**config.mk**
```make
export PLATFORM = sky130hd
export DESIGN_NAME = updatefc_scheduler
export DESIGN_NICKNAME = d
export VERILOG_FILES = /design/src/rtl/updatefc_scheduler.sv
export SDC_FILE = /design/constraint.sdc
export NUM_CORES = 1
export LEC_CHECK = 0
export CAP_MARGIN = 20
export CORE_AREA = 2 2 89 91
export CTS_CLUSTER_DIAMETER = 40
export DETAILED_ROUTE_END_ITERATION = 8
export DIE_AREA = 0 0 91 93
export PLACE_DENSITY_LB_ADDON = 0.2
export SKIP_CTS_REPAIR_TIMING = 1
export SLEW_MARGIN = 20
export SYNTH_ARGS = -nofsm -noshare
export SYNTH_HDL_FRONTEND = slang
export SYNTH_SLANG_ARGS = --single-unit
```
**constraint.sdc**
```tcl
create_clock -name clk -period 1.9 [get_ports clk]
set_input_delay 0.38 -clock clk [delete_from_list [all_inputs] [get_ports clk]]
set_output_delay 0.38 -clock clk [all_outputs]
set_load 0.05 [all_outputs]
```
**src/rtl/updatefc_scheduler.sv**
```systemverilog
// UpdateFC DLLP scheduler for one VC: tracks pending P/NP/Cpl updates from credit
// releases and a refresh timer, round-robins them onto a 32-bit valid/ready DLLP port.
module updatefc_scheduler #(
    parameter int TIMER_PERIOD = 30,
    parameter int TIMER_W      = 8
) (
    input  logic        clk,
    input  logic        rst_n,
    input  logic        fc_init_done,
    input  logic [2:0]  vc_id,
    input  logic [1:0]  hdr_scale,
    input  logic [1:0]  data_scale,
    input  logic [7:0]  p_hdr_fc,
    input  logic [11:0] p_data_fc,
    input  logic [7:0]  np_hdr_fc,
    input  logic [11:0] np_data_fc,
    input  logic [7:0]  cpl_hdr_fc,
    input  logic [11:0] cpl_data_fc,
    input  logic [2:0]  credit_rel,
    output logic        dllp_valid,
    input  logic        dllp_ready,
    output logic [31:0] dllp_data,
    output logic [2:0]  pending
);

    typedef enum logic {IDLE, SEND} state_t;

    state_t             state;
    logic [TIMER_W-1:0] timer;
    logic [1:0]         rr;
    logic [1:0]         sel;
    logic [1:0]         pick;
    logic               tick;
    logic               hs;
    logic [2:0]         set_v;
    logic [2:0]         clr_v;
    logic [7:0]         hdr_mux;
    logic [11:0]        data_mux;
    logic [2:0]         type_code;

    assign tick  = fc_init_done && (timer == TIMER_W'(TIMER_PERIOD - 1));
    assign hs    = dllp_valid && dllp_ready;
    assign set_v = credit_rel | {3{tick}};
    assign clr_v = hs ? (3'b001 << sel) : 3'b000;

    // First pending type at or after the round-robin pointer, wrapping P->NP->Cpl->P.
    always_comb begin
        pick = rr;
        case (rr)
            2'd0:    pick = pending[0] ? 2'd0 : (pending[1] ? 2'd1 : 2'd2);
            2'd1:    pick = pending[1] ? 2'd1 : (pending[2] ? 2'd2 : 2'd0);
            default: pick = pending[2] ? 2'd2 : (pending[0] ? 2'd0 : 2'd1);
        endcase
    end

    always_comb begin
        hdr_mux   = p_hdr_fc;
        data_mux  = p_data_fc;
        type_code = 3'b100;
        case (pick)
            2'd1: begin
                hdr_mux   = np_hdr_fc;
                data_mux  = np_data_fc;
                type_code = 3'b101;
            end
            2'd2: begin
                hdr_mux   = cpl_hdr_fc;
                data_mux  = cpl_data_fc;
                type_code = 3'b110;
            end
            default: ;
        endcase
    end

    always_ff @(posedge clk or negedge rst_n) begin
        if (!rst_n) begin
            timer <= '0;
        end else if (!fc_init_done || tick) begin
            timer <= '0;
        end else begin
            timer <= timer + 1'b1;
        end
    end

    // A set arriving in the same cycle as the handshake clear keeps the bit high.
    always_ff @(posedge clk or negedge rst_n) begin
        if (!rst_n) begin
            pending <= '0;
        end else if (!fc_init_done) begin
            pending <= '0;
        end else begin
            pending <= (pending & ~clr_v) | set_v;
        end
    end

    always_ff @(posedge clk or negedge rst_n) begin
        if (!rst_n) begin
            state      <= IDLE;
            dllp_valid <= 1'b0;
            dllp_data  <= '0;
            rr         <= 2'd0;
            sel        <= 2'd0;
        end else if (!fc_init_done) begin
            state      <= IDLE;
            dllp_valid <= 1'b0;
        end else begin
            case (state)
                IDLE: begin
                    if (|pending) begin
                        sel        <= pick;
                        dllp_data  <= {type_code, 1'b0, vc_id, hdr_scale, data_scale,
                                       hdr_mux, 1'b0, data_mux};
                        dllp_valid <= 1'b1;
                        state      <= SEND;
                    end
                end
                SEND: begin
                    if (dllp_ready) begin
                        dllp_valid <= 1'b0;
                        rr         <= (sel == 2'd2) ? 2'd0 : sel + 2'd1;
                        state      <= IDLE;
                    end
                end
                default: begin
                    state      <= IDLE;
                    dllp_valid <= 1'b0;
                end
            endcase
        end
    end

endmodule

```
==> key figures <==
Run status
  – Outcome: finished, final reports clean

STA
  – Final Skew: 0.00939 ns
  – Fin Setup TNS: 0 ns
  – Tmin final: 1.89 ns
  – Final Hold Violating Endpoints: 0
  – Achievable frequency: 530 MHz
  – Final hold slack: 0.0406 ns
  – Final period util: 99.4%
  – Worst-Margin Slew: 0.518 ns
  – RSZ-0062 raised after global routing: true
  – Slew margin rel.: 65.4%
  – Setup Viol. Count Final: 0
  – Slew Limit Fails: 0

Routing
  – WL final: 6.44 mm
  – 1st-iter DRT viols: 93
  – DRC: 0
  – Via count: 2,149
  – Router iterations before antenna repair: 4
  – ANT nets after route: 0
  – Wire length per cell: 14.5 um
  – Via/cell ratio: 4.84

Worst setup path
  – CP max FO: 40
  – Worst setup path endpoint: dllp_data[8]
  – Reg2reg end: dllp_data[8]
  – R2R depth: 7
  – Data arrival, critical path: 2.08 ns
  – Max stage delay cell, worst path: dfrtp_1
  – CP Depth: 7
  – Crit. Startpoint: rr[1]
  – CP Data Required Time: 2.09 ns
  – Worst Path Buf+Inv: 1
  – CP endpoint kind: register
  – Reg2Reg Setup Slack: 0.01 ns
  – CP cell instances: o31a_1 > o21ai_2 > ha_1 > buf_12 > nand2_1 > o21ai_0 > mux2_4
  – Largest stage delay on the critical path: 0.41 ns
  – Worst r2r src: rr[1]
  – Startpoint Class: register
  – Cell family with most CP delay: compound AO/OA/AOI/OAI gates
  – Setup Crit Path Kind: reg -> reg

Final layout
  – Nets: 421
  – Ratio of cells with drive above 1 in the final layout: 21.9%
  – Area Overhead vs Synth: 55.0%
  – Fill count: 698
  – # diodes: 0

Synth
  – Count of cell types in the netlist: 37
  – Syn_area_per_cell: 11.2 sq um
  – Post-synthesis cell area: 0.00253 sq mm
  – Synth area leaders: dfrtp_1 (46%), mux2_4 (15%), a22oi_1 (6.2%)
  – Yosys warns: 0
  – Area leader, netlist: dfrtp_1
  – Synth top area share: 46.4%
  – Mapped Cells: 227
  – FF+latch count, synth: 47
  – Seq/Total Area, Yosys: 46.4%

Worst hold path
  – Worst Hold Class: in -> async

Job
  – Max_cap viols: 0

CTS
  – CTS tree: done
  – H-Tree Depth: 2
  – CTS sink count: 47
  – CTS Buf Count: 5
  – Clk slew on worst S/H paths: 0.09 ns
  – Longest Clk Path Bufs: 2
  – Root buf cell: clkbuf_8
  – Worst-Skew Late Latency: 0.30 ns

Die
  – Die area: 0.00846 sq mm
  – Cell Rows: 32
  – Core area: 0.00753 sq mm
  – Die Y: 93 um
  – Die width: 91 um
  – Initial Util: 33.7%
  – I/O Pins: 110

Power
  – Power Density: 1340 mW/mm^2
  – Leakage: 1.76 nW
  – Worst vdd ir: 631 uV

Global route
  – Total Routing Usage GR: 15.2%
  – First-pass GRT wire length: 10.4 mm
  – Number of global-route vias before repair: 2,122
  – Total global routing overflow: 0
  – Antenna violations before repair: 0
  – Largest net degree at the start of global routing: 48

Place
  – Buffers added on ports: 107
  – Gp weighted congestion: 0.758
  – Post-DP HPWL: 4.62 mm
-- sequential cells by signal (all words and copies together), names as in the netlist --
name	flops
dllp_data	30
sel	2
timer	8
pending	3
state	1
dllp_valid	1
rr	2
-- synth_stat cells (all sizes together) --
cell	n
buf	7
o21a	3
nand2	32
clkbuf	8
a21oi	2
nor3b	1
o31a	7
a21boi	4
a31oi	1
and4b	1
or4b	2
nand3	4
a21o	1
o21ai	28
nor3	1
xnor2	1
o211ai	1
o31ai	1
a22oi	21
or3	1
nor4	1
nor2	4
mux2	30
nand2b	4
dfrtp	47
conb	1
ha	6
nand3b	1
inv	5
or2	1
-- layout make-up --
class | instances | area [sq um] | share of cell area (%)
multi-input combinational | 161 | 1270 | 32.3
timing repair buffer | 121 | 1200 | 30.6
sequential | 47 | 1180 | 30.0
tap | 102 | 128 | 3.25
clock buffer | 6 | 72.6 | 1.85
clock inverter | 2 | 60.1 | 1.53
inverter | 5 | 18.8 | 0.478
-- cell families after synthesis --
logic type | synth area share (%)
other | 0.148
buffers and inverters | 5.14
AND/OR/NAND/NOR | 10.2
adder cells (fa/ha/maj) | 2.96
flip-flops | 46.4
multiplexers | 17.0
AO/OA/AOI/OAI | 17.8
XOR/XNOR | 0.346
-- layout by cell type, fill, tap and decap left out, types with 2 or more instances in the layout --
cell type	instances
mux2_2	5
buf_12	4
o21ai_0	27
a21oi_1	2
a21boi_0	3
nand2b_1	4
ha_1	5
dfrtp_2	3
o21a_1	3
inv_1	5
nand3_1	3
mux2_4	25
clkdlybuf4s50_1	88
bufinv_16	2
o31a_1	7
buf_4	23
clkbuf_8	5
a22oi_1	21
conb_1	2
nand2_1	32
dfrtp_1	44
dlymetal6s2s_1	5
nor2_1	4
-- worst min path at each step --
| stage | startpoint | end | slack [ns] | cells after the start |
|---|---|---|---|---|
| floorplan | rst_n | dllp_data[0] | 0.08 | 0 |
| global placement | rst_n | dllp_data[20] | 0.39 | 2 |
| detailed placement | rst_n | dllp_data[20] | 0.38 | 2 |
| CTS | rst_n | dllp_data[20] | 0.06 | 2 |
| global route | rst_n | dllp_data[20] | 0.06 | 2 |
| finish | rst_n | dllp_data[20] | 0.04 | 2 |
-- per-layer routing --
layer / routed length (um) / global-route usage, % / up-vias / part of all wire [%]
met1: 3090 / 21.1 / 1024 / 48
met2: 2790 / 23.3 / 77 / 43
met3: 500 / 4.59 / 5 / 7.8
li1: - / - / 1043 / -
met5: 0 / 0 / - / 0
met4: 61 / 3.41 / 0 / 0.95
-- per-stage QoR --
step           worst slack [ns]  std cells  util [%]  power, mW  area (sq um)
2_1_floorplan           -0.0115        228         -       3.45          2570
4_1_cts                 -0.0528        444      51.6       5.31          3890
6_report                 0.0123        444      52.2       5.27          3930
5_1_grt                 -0.0745        444      52.2       5.57          3930
3_5_place_dp            -0.0302        436      49.9       4.42          3750
3_3_place_gp            -0.0227        436      49.9       4.40          3750
-- worst reg2reg max path: stages, from the launching register on --
cell,delay (ns)
dfrtp_1,0.41
o31a_1,0.33
o21ai_2,0.15
ha_1,0.28
buf_12,0.18
nand2_1,0.07
o21ai_0,0.08
mux2_4,0.28
-- power by group --
group,switching (mW),leakage [nW],internal [mW],total (mW)
Combinational,1.68,1.11,1.25,2.92
Sequential,0.184,0.584,1.30,1.48
Clock,0.338,0.0654,0.526,0.864
No activity file was read; power rests on OpenSTA's default activity.
